$ cat config.mk
export PLATFORM = sky130hd
export DESIGN_NAME = mac_result_collector
export DESIGN_NICKNAME = d
export VERILOG_FILES = /design/src/rtl/mac_result_collector.sv
export SDC_FILE = /design/constraint.sdc
export NUM_CORES = 1
export LEC_CHECK = 0
export CORE_UTILIZATION = 42
export DETAILED_ROUTE_END_ITERATION = 10
export SETUP_SLACK_MARGIN = 0.5
export SYNTH_ARGS = -nofsm -noshare
export SYNTH_HDL_FRONTEND = slang
export SYNTH_SLANG_ARGS = --single-unit
$ cat constraint.sdc
create_clock -name clk_i -period 3.95 [get_ports clk_i]
set_clock_uncertainty 0.1 [all_clocks]
set_input_delay 0.5925 -clock clk_i [delete_from_list [all_inputs] [get_ports clk_i]]
set_output_delay 0.5925 -clock clk_i [all_outputs]
set_load 0.02 [all_outputs]
$ cat src/rtl/mac_result_collector.sv
// mac_result_collector: buffers completed mac results in a FIFO, tracks job length,
// flags dropped results and stalled mac, and pulses done once the job is drained.
`default_nettype none

module mac_result_collector #(
  parameter int DATA_WIDTH     = 32,
  parameter int ADDR_LINES     = 5,
  parameter int TIMEOUT_CYCLES = 4096
) (
  input  logic                  clk_i,
  input  logic                  rst_i,
  input  logic                  start_i,
  input  logic [ADDR_LINES:0]   expected_i,
  input  logic [DATA_WIDTH-1:0] result_i,
  input  logic                  result_valid_i,
  input  logic                  rd_en_i,
  output logic [DATA_WIDTH-1:0] rd_data_o,
  output logic                  rd_valid_o,
  output logic                  empty_o,
  output logic                  full_o,
  output logic [ADDR_LINES:0]   count_o,
  output logic [ADDR_LINES:0]   received_o,
  output logic                  busy_o,
  output logic                  done_o,
  output logic                  overflow_o,
  output logic                  timeout_o
);

  localparam int CW    = ADDR_LINES + 1;
  localparam int DEPTH = 2 ** ADDR_LINES;
  localparam int WD_W  = (TIMEOUT_CYCLES > 1) ? $clog2(TIMEOUT_CYCLES) : 1;
  localparam bit WD_EN = (TIMEOUT_CYCLES != 0);

  localparam logic [CW-1:0]   DEPTH_C  = CW'(DEPTH);
  localparam logic [CW-1:0]   RECV_MAX = '1;
  localparam logic [WD_W-1:0] WD_LAST  = WD_W'((TIMEOUT_CYCLES > 0) ? TIMEOUT_CYCLES - 1 : 0);

  typedef enum logic [1:0] {
    IDLE    = 2'd0,
    COLLECT = 2'd1,
    DRAIN   = 2'd2
  } state_t;

  state_t state;

  logic [DATA_WIDTH-1:0] mem [DEPTH];
  logic [ADDR_LINES-1:0] wr_ptr;
  logic [ADDR_LINES-1:0] rd_ptr;
  logic [CW-1:0]         count;
  logic [CW-1:0]         received;
  logic [CW-1:0]         expected_len;
  logic [WD_W-1:0]       wd_cnt;
  logic [DATA_WIDTH-1:0] rd_data;
  logic                  rd_valid;
  logic                  busy;
  logic                  done;
  logic                  overflow;
  logic                  timeout;

  logic                  rd_accept;
  logic                  wr_accept;
  logic                  drop;
  logic [CW-1:0]         recv_next;

  assign rd_accept = rd_en_i && (count != '0);
  // A full FIFO still accepts a write when a read frees the head slot this cycle.
  assign wr_accept = result_valid_i && (state == COLLECT) && ((count != DEPTH_C) || rd_accept);
  assign drop      = result_valid_i && (state == COLLECT) && !wr_accept;
  assign recv_next = (received == RECV_MAX) ? received : received + 1'b1;

  always_ff @(posedge clk_i) begin
    if (wr_accept) begin
      mem[wr_ptr] <= result_i;
    end
  end

  always_ff @(posedge clk_i or posedge rst_i) begin
    if (rst_i) begin
      wr_ptr   <= '0;
      rd_ptr   <= '0;
      count    <= '0;
      rd_data  <= '0;
      rd_valid <= 1'b0;
    end else begin
      rd_valid <= rd_accept;
      if (rd_accept) begin
        rd_data <= mem[rd_ptr];
        rd_ptr  <= rd_ptr + 1'b1;
      end
      if (wr_accept) begin
        wr_ptr <= wr_ptr + 1'b1;
      end
      case ({wr_accept, rd_accept})
        2'b10:   count <= count + 1'b1;
        2'b01:   count <= count - 1'b1;
        default: count <= count;
      endcase
    end
  end

  always_ff @(posedge clk_i or posedge rst_i) begin
    if (rst_i) begin
      state        <= IDLE;
      expected_len <= '0;
      received     <= '0;
      wd_cnt       <= '0;
      busy         <= 1'b0;
      done         <= 1'b0;
      overflow     <= 1'b0;
      timeout      <= 1'b0;
    end else begin
      done <= 1'b0;
      case (state)
        IDLE: begin
          if (start_i && (expected_i != '0)) begin
            expected_len <= expected_i;
            received     <= '0;
            overflow     <= 1'b0;
            timeout      <= 1'b0;
            wd_cnt       <= '0;
            busy         <= 1'b1;
            state        <= COLLECT;
          end
        end
        COLLECT: begin
          if (result_valid_i) begin
            received <= recv_next;
            wd_cnt   <= '0;
            if (drop) begin
              overflow <= 1'b1;
            end
            if (recv_next == expected_len) begin
              state <= DRAIN;
            end
          end else if (WD_EN) begin
            if (wd_cnt == WD_LAST) begin
              timeout <= 1'b1;
              state   <= DRAIN;
            end else begin
              wd_cnt <= wd_cnt + 1'b1;
            end
          end
        end
        DRAIN: begin
          if (count == '0) begin
            busy  <= 1'b0;
            done  <= 1'b1;
            state <= IDLE;
          end
        end
        default: begin
          busy  <= 1'b0;
          state <= IDLE;
        end
      endcase
    end
  end

  assign rd_data_o  = rd_data;
  assign rd_valid_o = rd_valid;
  assign empty_o    = (count == '0);
  assign full_o     = (count == DEPTH_C);
  assign count_o    = count;
  assign received_o = received;
  assign busy_o     = busy;
  assign done_o     = done;
  assign overflow_o = overflow;
  assign timeout_o  = timeout;

endmodule

`default_nettype wire

Word-level counts from Yosys, hierarchy flattened --
Memory sizes are Yosys's and may differ from the RTL's. A register that Yosys moved wholly into a read port is not among the register bits. Index checks and enable logic that the tools add are counted. W data, S select, Z words.
Storage, ports and cells: register bits 47, latch bits 0, RAM bits 1024, bits in read-only memories 0, logic and storage cells 87, memories 1
Memories:
- mem | words 32, bits a word 32, rd ports 1, clocked after memory_dff 1, write ports 1, line 46 | logic [DATA_WIDTH-1:0] mem [DEPTH];
Cells by class: add/sub/neg operators 6, multipliers 0, div/mod/pow operators 0, order comparisons 0, equal/unequal tests 18, shift operators 0, muxes and demuxes 29, bitwise gates (word level) 1, reductions and logical operators 20
Operators by type and width (count):
- $mux W12 | 3
- $pmux W12 S2 | 1
- $pmux W6 S2 | 2
- $mux W6 | 3
- $add A12 B1 Y12 const B | 1
- $add A6 B1 Y6 const B | 2
- $eq A12 B12 Y1 const B | 1
- $eq A6 B6 Y1 const B | 2
- $reduce_and A4 Y1 | 3
- $reduce_bool A6 Y1 | 2
- $mux W1 | 11
- $add A5 B1 Y5 const B | 2
- $mux W2 | 5
- $ne A2 B2 Y1 const B | 5
- $reduce_and A3 Y1 | 3
- $eq A6 B6 Y1 | 1
- $logic_not A6 Y1 | 1
- $ne A3 B2 Y1 const B | 2
- $ne A6 B6 Y1 const B | 1
- $pmux W2 S3 | 1
- $sub A6 B1 Y6 const B | 1
- $logic_and A1 B1 Y1 | 5
- $eq A2 B1 Y1 const B | 2
- $eq A2 B2 Y1 const B | 2
- other kinds (10) | 12

Longest topological paths before layout --
Gate-level depths: netlist of the first run.
word-level depth 9, depth in mapped cells 13

Least setup slack after synthesis of the first run --
No wires, ideal clock.
kind input-to-reg, start point input result_valid_i, end point memory mem[31][0], enable pin, setup time 0.421 ns, arrival 3.027 ns, data required time 3.429 ns, slack 0.402 ns, stages on the path 7, buffers on the path 2, path through nand2_1 nor2_1 o21a_1 clkbuf_1 nand2_1 buf_2 nor2_1
On the way: cells in the longest elaborated chain, start to end 4
RTL lines:
- start: declaration | line 15 | input logic result_valid_i,
- $logic_and A1 B1 Y1 (2 in a row) | line 67 | assign wr_accept = result_valid_i && (state == COLLECT) && ((count != DEPTH_C) || rd_accept);
- $mux W1 | line 72 | if (wr_accept) begin
- $mux W1 (implied by the code) | line 73 | mem[wr_ptr] <= result_i;
- end: declaration | line 46
No other way between the ends.

Worst setup path in the final report of the first run --
start point register count[0] (netlist: count_o[0]), end point register count[5] (netlist: count_o[5])
On the way: cells in the longest elaborated chain, start to end 6, elaborated cells on any way between the ends 11, those cells by class add/sub (2); eq/ne (3); mux (1); reduce/logical (5)
RTL lines:
- start: declaration | line 49 | logic [CW-1:0] count;
- start signal: assignment | line 94 | 2'b10: count <= count + 1'b1;
- start signal: assignment | line 95 | 2'b01: count <= count - 1'b1;
- start signal: assignment | line 96 | default: count <= count;
- $reduce_bool A6 Y1 (*) | line 65 | assign rd_accept = rd_en_i && (count != '0);
- $logic_and A1 B1 Y1 (*) | line 65
- named net rd_accept | line 60 | logic rd_accept;
- $logic_or A1 B1 Y1 | line 67
- $logic_and A1 B1 Y1 | line 67
- $eq A2 B1 Y1 / $eq A2 B2 Y1 (equally long branches) | line 93 | case ({wr_accept, rd_accept})
- $pmux W6 S2 / $reduce_bool A2 Y1 (equally long branches)
The timed path passes the listed nets; every way through them passes the cells marked *. A chain may end at the register's enable or synchronous reset.

==> summary.txt, run 1 <==
Synth
  • Post-Syn Area: 42520 um2
  • Mapped Nets: 1918
  • Top cells by area, synth: edfxtp_1 (72%), mux4_2 (17%), dfrtp_1 (4.6%), mux2i_1 (0.78%), nand2_1 (0.54%)
  • Top FF cell, synth: edfxtp_1
  • Yosys top cell area share: 72.32%
  • Gate Count Post-Synth: 1863
  • Seq/Total Area, Yosys: approximately three quarters
  • Synth area leader: edfxtp_1
  • Netlist cell types: 52
  • Number of synthesized flops with an enable pin: between 1000 and 1500
  • Synthesized flop and latch total: around 1100
  • Yosys warns: 0
  • Syn Area/Cell: 22.82 um2
  • Asr flop ratio synth: 7.162%

Run status
  • Outcome: complete, no violations

Clock tree
  • Cts hold-fix bufs: 0
  • Max Buffers Root-to-Sink: 3
  • Clk_lat worst skew: 680 ps
  • Clock transition at the registers of the reported paths: ~60 ps
  • Clock sink count: ~1100
  • Root buf cell: clkbuf_16
  • CTS H-Tree Depth: 3
  • Clock buffer count from CTS: 110
  • CTS tree: done

Critical path
  • Worst Setup Path Type: reg -> reg
  • CP arrival: 3620 ps
  • Crit start category: register
  • Crit end category: register
  • Maximum fanout along the worst path: 6
  • CP Data Required Time: 4400 ps
  • Worst setup path startpoint: count_o[0]
  • Reg2reg start: count_o[0]

Routing
  • Post-Route M1 WL: 41.88 mm
  • Initial DRC count: 2050
  • DR WL met3: 6.696 mm
  • Drt first pass iters: 5
  • Residual DRC: 0
  • Routed wire length: 96.94 mm
  • Vias: 19950
  • Met2 routed WL: 46.73 mm
  • DR vias/cell: roughly 5.7
  • ANT nets after route: 0
  • Uppermost layer routed: met4
  • Routed length per instance: ~28 um

STA
  • Final hold vios: 0
  • F_max: ~310 MHz
  • Max_slew headroom: 10.16%
  • Max Slew Vio Count: 0
  • Final Critical Period: 3176 ps
  • RSZ-0062 raised after global routing: false
  • # setup viols final: 0
  • Slew at the pin closest to its max-slew limit: 1343 ps
  • Final TNS setup: 0 ps
  • Fin crit share: 80.41%

Final layout
  • Commonest non-fill, non-tap cells in the layout: edfxtp_1 (1024), mux4_2 (320), clkbuf_16 (114)
  • Fraction of layout cells with a size suffix above 1: 29.82%
  • Fin nets: ~2100
  • Synth-to-layout area growth: 17.29%
  • Final Util: 49.80%
  • Filler instances: 7846
  • Most common cell after layout, fill and taps aside: edfxtp_1
  • Finished Layout Cells: approximately 3500

Die
  • Starting density of the core: between 40% and 50%
  • Die W: approximately 320 um
  • IO Pins: 94
  • Cell row count: 116
  • Floorplan core area: roughly 100000 um2
  • Die ar.: 102500 um2
  • Die extent in y: between 300 and 400 um

Power and ir drop
  • Peak VDD IR: roughly 0.51 mV
  • Cell Pwr Density: between 600 and 700 nW/um2
  • Leak: 0.01589 uW

Run
  • Max Cap Viol: 0

Global routing
  • Tot GR Track Use: 19.32%
  • Via count of the first global-routing pass: 20560
  • Remaining global-route overflow: 0
  • Largest net degree at the start of global routing: 68
  • First-pass GRT wire length: 143.4 mm
  • Initial antenna violation count: 1

Placement
  • Placed cells: 3262
  • Gpl congestion: just under 0.8
  • Final HPWL DP: 59.54 mm
  • Port Buffers: 93

Worst hold path
  • Worst hold path class: in -> async
-- metal layers --
metal	vias up	track usage [%]
met3	105	4.155
met4	0	4.753
met5	-	0
li1	8268	-
met2	690	30.28
met1	10880	27.73
-- cell families (layout without fill, tap and decap cells) --
| group | Yosys count | after routing | synth area share (%) |
|---|---|---|---|
| adders and majority gates | 12 | 12 | 0.3708 |
| and+or+nand+nor | 167 | 167 | 1.813 |
| muxes | 358 | 358 | 17.86 |
| buffers and inverters | 110 | 420 | 1.259 |
| AOI/OAI and AO/OA | 86 | 86 | 1.177 |
| xor gates and xnor gates | 27 | 27 | 0.5562 |
| other | 0 | 1 | 0 |
| DFF | 1103 | 1103 | 76.97 |
-- cell type report --
cell class	count	area (um2)	area share (%)
Clock inverter	61	710.7	1.425
Sequential cell	1103	32740	65.65
Inverter	13	51.30	0.1029
Tap cell	1298	1624	3.256
Clock buffer	148	3090	6.197
Timing Repair Buffer	198	2132	4.275
Multi-Input combinational cell	650	9519	19.09
Antenna cell	1	2.502	0.005018
-- registers in the layout, indices dropped and copies added (netlist names) --
name / cells
received_o: 6
mem: 1024
wd_cnt: 12
busy_o: 1
rd_data_o: 32
rd_ptr: 5
wr_ptr: 5
rd_valid_o: 1
done_o: 1
expected_len: 6
count_o: 6
state: 2
overflow_o: 1
timeout_o: 1
-- path summary, 6_finish.rpt --
path / depth (start not counted) / to / slack, ps
min in group clk_i: 2 / rd_data_o[25] / 390
max in group asynchronous: 3 / done_o / 2610
worst max-delay path: 13 / count_o[5] / 770
worst min-delay path: 2 / rd_data_o[10] / 290
worst min register to register: 2 / rd_data_o[25] / 390
worst max register to register: 13 / count_o[5] / 770
-- worst max-delay path, stage by stage, from the launching register on --
cell and delay, ps:
dfrtp_1 440, nor4_2 330, nor3b_4 350, nand2b_4 200
inv_1 120, nand2_1 150, inv_1 110, ha_1 290
a21o_1 190, a21oi_1 210, o21ai_0 170, nand3_1 120
o21ai_0 130, xor2_1 160
-- cell usage after synthesis, drive strengths merged, types with 2 or more instances --
| cell | count |
|---|---|
| a21oi | 10 |
| a31oi | 2 |
| nor3 | 4 |
| mux4 | 320 |
| xnor2 | 21 |
| o22ai | 2 |
| dfrtp | 79 |
| and3 | 5 |
| nor2 | 53 |
| clkbuf | 48 |
| mux2 | 5 |
| a21o | 3 |
| and4 | 3 |
| nor3b | 2 |
| o31ai | 2 |
| mux2i | 33 |
| nor4 | 5 |
| nand2 | 61 |
| buf | 49 |
| ha | 11 |
| edfxtp | 1024 |
| nor2b | 2 |
| nor4b | 2 |
| o21ai | 53 |
| nand3 | 11 |
| or3 | 3 |
| a311oi | 3 |
| or3b | 2 |
| inv | 13 |
| o21bai | 2 |
| nand2b | 3 |
| nand4 | 4 |
| or2 | 2 |
| nand3b | 3 |
| xor2 | 6 |
-- per-stage QoR --
| stage | cell area, um2 | setup WS, ps | hold slack [ps] | power [uW] |
|---|---|---|---|---|
| 6_report | 49870 | 773.7 | 292.5 | 34810 |
| 5_1_grt | 49870 | 501.1 | 330.4 | 36170 |
| 4_1_cts | 49860 | 661.0 | 295.2 | 35230 |
| 3_5_place_dp | 46060 | 664.8 | 377.3 | 24410 |
| 3_3_place_gp | 46060 | 580.2 | 375.2 | 24290 |
| 2_1_floorplan | 42540 | 401.8 | 374.7 | 20680 |
-- report_power, final --
part	switching [uW]	total (uW)	internal (uW)
logic	4980	9710	4730
clock network	4340	10800	6470
registers	758	14300	13500
-- timing repair --
action,4_1_cts,5_1_grt
setup buffers,0,0
hold endpoints to repair,0,0
gates resized for setup,0,2
setup endpoints to repair,0,2
(Power assumes the default switching activity.)
==> inputs of run 2 (changes only) <==
clock period = 2.6 ns   (was 3.95 ns; I/O delays follow)
==> summary.txt, run 2 (synthesized netlist as in run 1, its figures left out) <==
Final layout
  • Filler instances: 7421 (-5.4%)
  • Largest register FFs: 1024 (unchanged)
  • # diodes: 0 (-1)
  • Largest reg by FF count: mem
  • Most common cell after layout, fill and taps aside: edfxtp_1
  • Finished Layout Cells: 3746 (+7.9%)
  • Commonest non-fill, non-tap cells in the layout: edfxtp_1 (1024), mux4_2 (320), clkbuf_16 (136)
  • Fraction of layout cells with a size suffix above 1: 39.34% (+9.5 points)
  • Synth-to-layout area growth: 28.71%
  • Final Util: 54.65% (+4.8 points)
  • Final instance area: 54730 um2 (+9.7%)
  • Fin nets: 2405 (+13%)

Critical path
  • CP arrival: 3150 ps (-470 ps)
  • Worst Setup Path Type: reg -> reg
  • Delay of the slowest cell on the worst path: 530 ps (+90 ps)
  • Kind of cell adding the most delay to the critical path: multiplexers
  • Worst reg2reg path depth: 8 (-5)
  • Number of cells on the critical path: 8 (-5)
  • CP Cell Sequence: buf_6 -> buf_16 -> buf_16 -> mux4_2 -> mux4_2 -> mux2i_2 -> buf_4 -> o21ai_1
  • Crit end category: register
  • Crit start category: register
  • Reg-to-Reg End: rd_data_o[22]
  • Slowest CP cell: mux4_2
  • Crit path buf inv count: 4 (+2)
  • R2R setup slack: -100 ps (-870 ps)
  • Maximum fanout along the worst path: 7 (+1)
  • Reg2reg start: rd_ptr[0]
  • CP Data Required Time: 3050 ps (-1350 ps)

Power and ir drop
  • Overall power: 56440 uW (+62%)
  • Comb pwr share: 35.0% (+7.1 points)
  • Leak: 0.01806 uW (+14%)
  • Clock power frac: 27.3% (-3.7 points)
  • Reg power frac: 37.6% (-3.5 points)
  • Switch Pwr: 16600 uW (+65%)
  • Sw Ratio: 29.41% (+0.46 points)
  • Internal power: 39840 uW (+61%)
  • Peak VDD IR: 0.6646 mV (+31%)
  • Cell Pwr Density: 1031 nW/um2 (+48%)

STA
  • # setup viols final: 52 (+52)
  • Final Critical Period: 2698 ps (-477.9 ps)
  • Final setup margin: -98.40 ps (-872.1 ps)
  • RSZ-0062 raised after global routing: true
  • Max Slew Vio Count: 0 (unchanged)
  • Slew at the pin closest to its max-slew limit: 818.4 ps (-525.0 ps)
  • Max_slew headroom: 45.24% (+35 points)
  • Final hold vios: 0 (unchanged)
  • Fin crit share: 103.8% (+23 points)
  • F_max: 370.6 MHz (+18%)

Clock tree
  • CTS tree: done
  • Clock transition at the registers of the reported paths: 60 ps (about the same)
  • CTS H-Tree Depth: 3 (unchanged)
  • Max Buffers Root-to-Sink: 3 (unchanged)
  • Clock buffer count from CTS: 110 (unchanged)
  • Clk_lat worst skew: 700 ps (+20 ps)
  • Clock sink count: 1103 (unchanged)
  • Cts hold-fix bufs: 0 (unchanged)
  • Root buf cell: clkbuf_16

Placement
  • Port Buffers: 93 (unchanged)
  • Placed cells: 3354 (+2.8%)
  • Placed Area: 47540 um2 (+3.2%)
  • Final HPWL DP: 59.64 mm (+0.16%)
  • Post-Place Worst Slack: -208.6 ps (-873.4 ps)
  • Gpl congestion: 0.7909 (+0.89%)

Routing
  • Drt first pass iters: 5 (unchanged)
  • ANT nets after route: 0 (unchanged)
  • Vias: 21270 (+6.6%)
  • Routed wire length: 110.4 mm (+14%)
  • DR vias/cell: 5.677 (-1.2%)
  • Residual DRC: 0 (unchanged)
  • Routed length per instance: 29.47 um (+5.5%)
  • Initial DRC count: 2320 (+13%)

Worst hold path
  • Worst hold path class: in -> async

Die
  • Die ar.: 102500 um2 (unchanged)
  • Die W: 320.2 um (unchanged)
  • Die extent in y: 320.2 um (unchanged)
  • IO Pins: 94 (unchanged)
  • Starting density of the core: 42.46% (unchanged)
  • Cell row count: 116 (unchanged)
  • Floorplan core area: 100100 um2 (unchanged)

Global routing
  • Remaining global-route overflow: 0 (unchanged)
  • First-pass GRT wire length: 155.4 mm (+8.4%)
  • Initial antenna violation count: 0 (-1)
  • Largest net degree at the start of global routing: 37 (-46%)
  • Via count of the first global-routing pass: 21900 (+6.5%)
  • Tot GR Track Use: 21.20% (+1.9 points)

Run status
  • Failing checks: negative setup slack
  • Outcome: finished, violations left

Run
  • Max Cap Viol: 0 (unchanged)
run 2: cell types whose count changed in the layout (fill, tap and decap cells not counted), sizes merged:
cell           before  now
bufbuf              0    1
clkdlybuf4s15       0    1
clkinvlp            6    4
clkbuf            148  170
clkdlybuf4s50      93   83
dlygate4sd2         0    7
clkinv             37   50
inv                16   18
bufinv             15    7
buf               105  354
diode               1    0
run 2: through the flow:
stage | TNS [ps] | hold slack [ps]
3_5_place_dp | -125980 | 378.5
4_1_cts | -0.9290 | 4.840
2_1_floorplan | -84.35 | 374.7
5_1_grt | -9270 | 40.53
6_report | -568.4 | 26.67
3_3_place_gp | -120800 | 373.5
run 2: final cells by class:
class / count / area (um2) / share of cell area, %
clock buffers: 144 / 2940 / 5.373
clock inverters: 66 / 573.1 / 1.047
inverters: 13 / 60.06 / 0.1097
well taps: 1298 / 1624 / 2.968
multi-input cells: 650 / 9774 / 17.86
flip-flops and latches: 1103 / 32750 / 59.85
repair buffers: 472 / 7003 / 12.80
run 2: repair_timing:
action,4_1_cts,5_1_grt
pin swaps,20,28
buffers inserted,70,37
resized for setup,159,74
cloned,45,30
setup endpoints to repair,1114,1116
run 2: worst max path at each step:
stage	startpoint	endpoint	slack (ps)
global route	rd_ptr[0]	rd_data_o[22]	-100
CTS	rd_ptr[0]	rd_data_o[13]	-0.9
finish	rd_ptr[0]	rd_data_o[22]	-100
floorplan	count_o[3]	count_o[4]	-50
detailed placement	result_valid_i	mem[13][1]	-210
global placement	result_valid_i	mem[13][1]	-200
run 2: metal layers:
layer	routed length (um)	vias to the layer above	GRT usage (%)
met2	56090	718	35.38
met4	2755	0	6.603
met3	6448	141	3.940
met5	0	-	0
met1	45080	11520	28.33
li1	-	8886	-
run 2: power groups by stage:
stage               Clock [uW]  Combinational [uW]  Sequential [uW]
global placement             0               16500            21600
global route             16300               20800            21300
finish                   15400               19800            21200
floorplan                    0                9950            21700
CTS                      15700               18800            21200
detailed placement           0               16600            21600
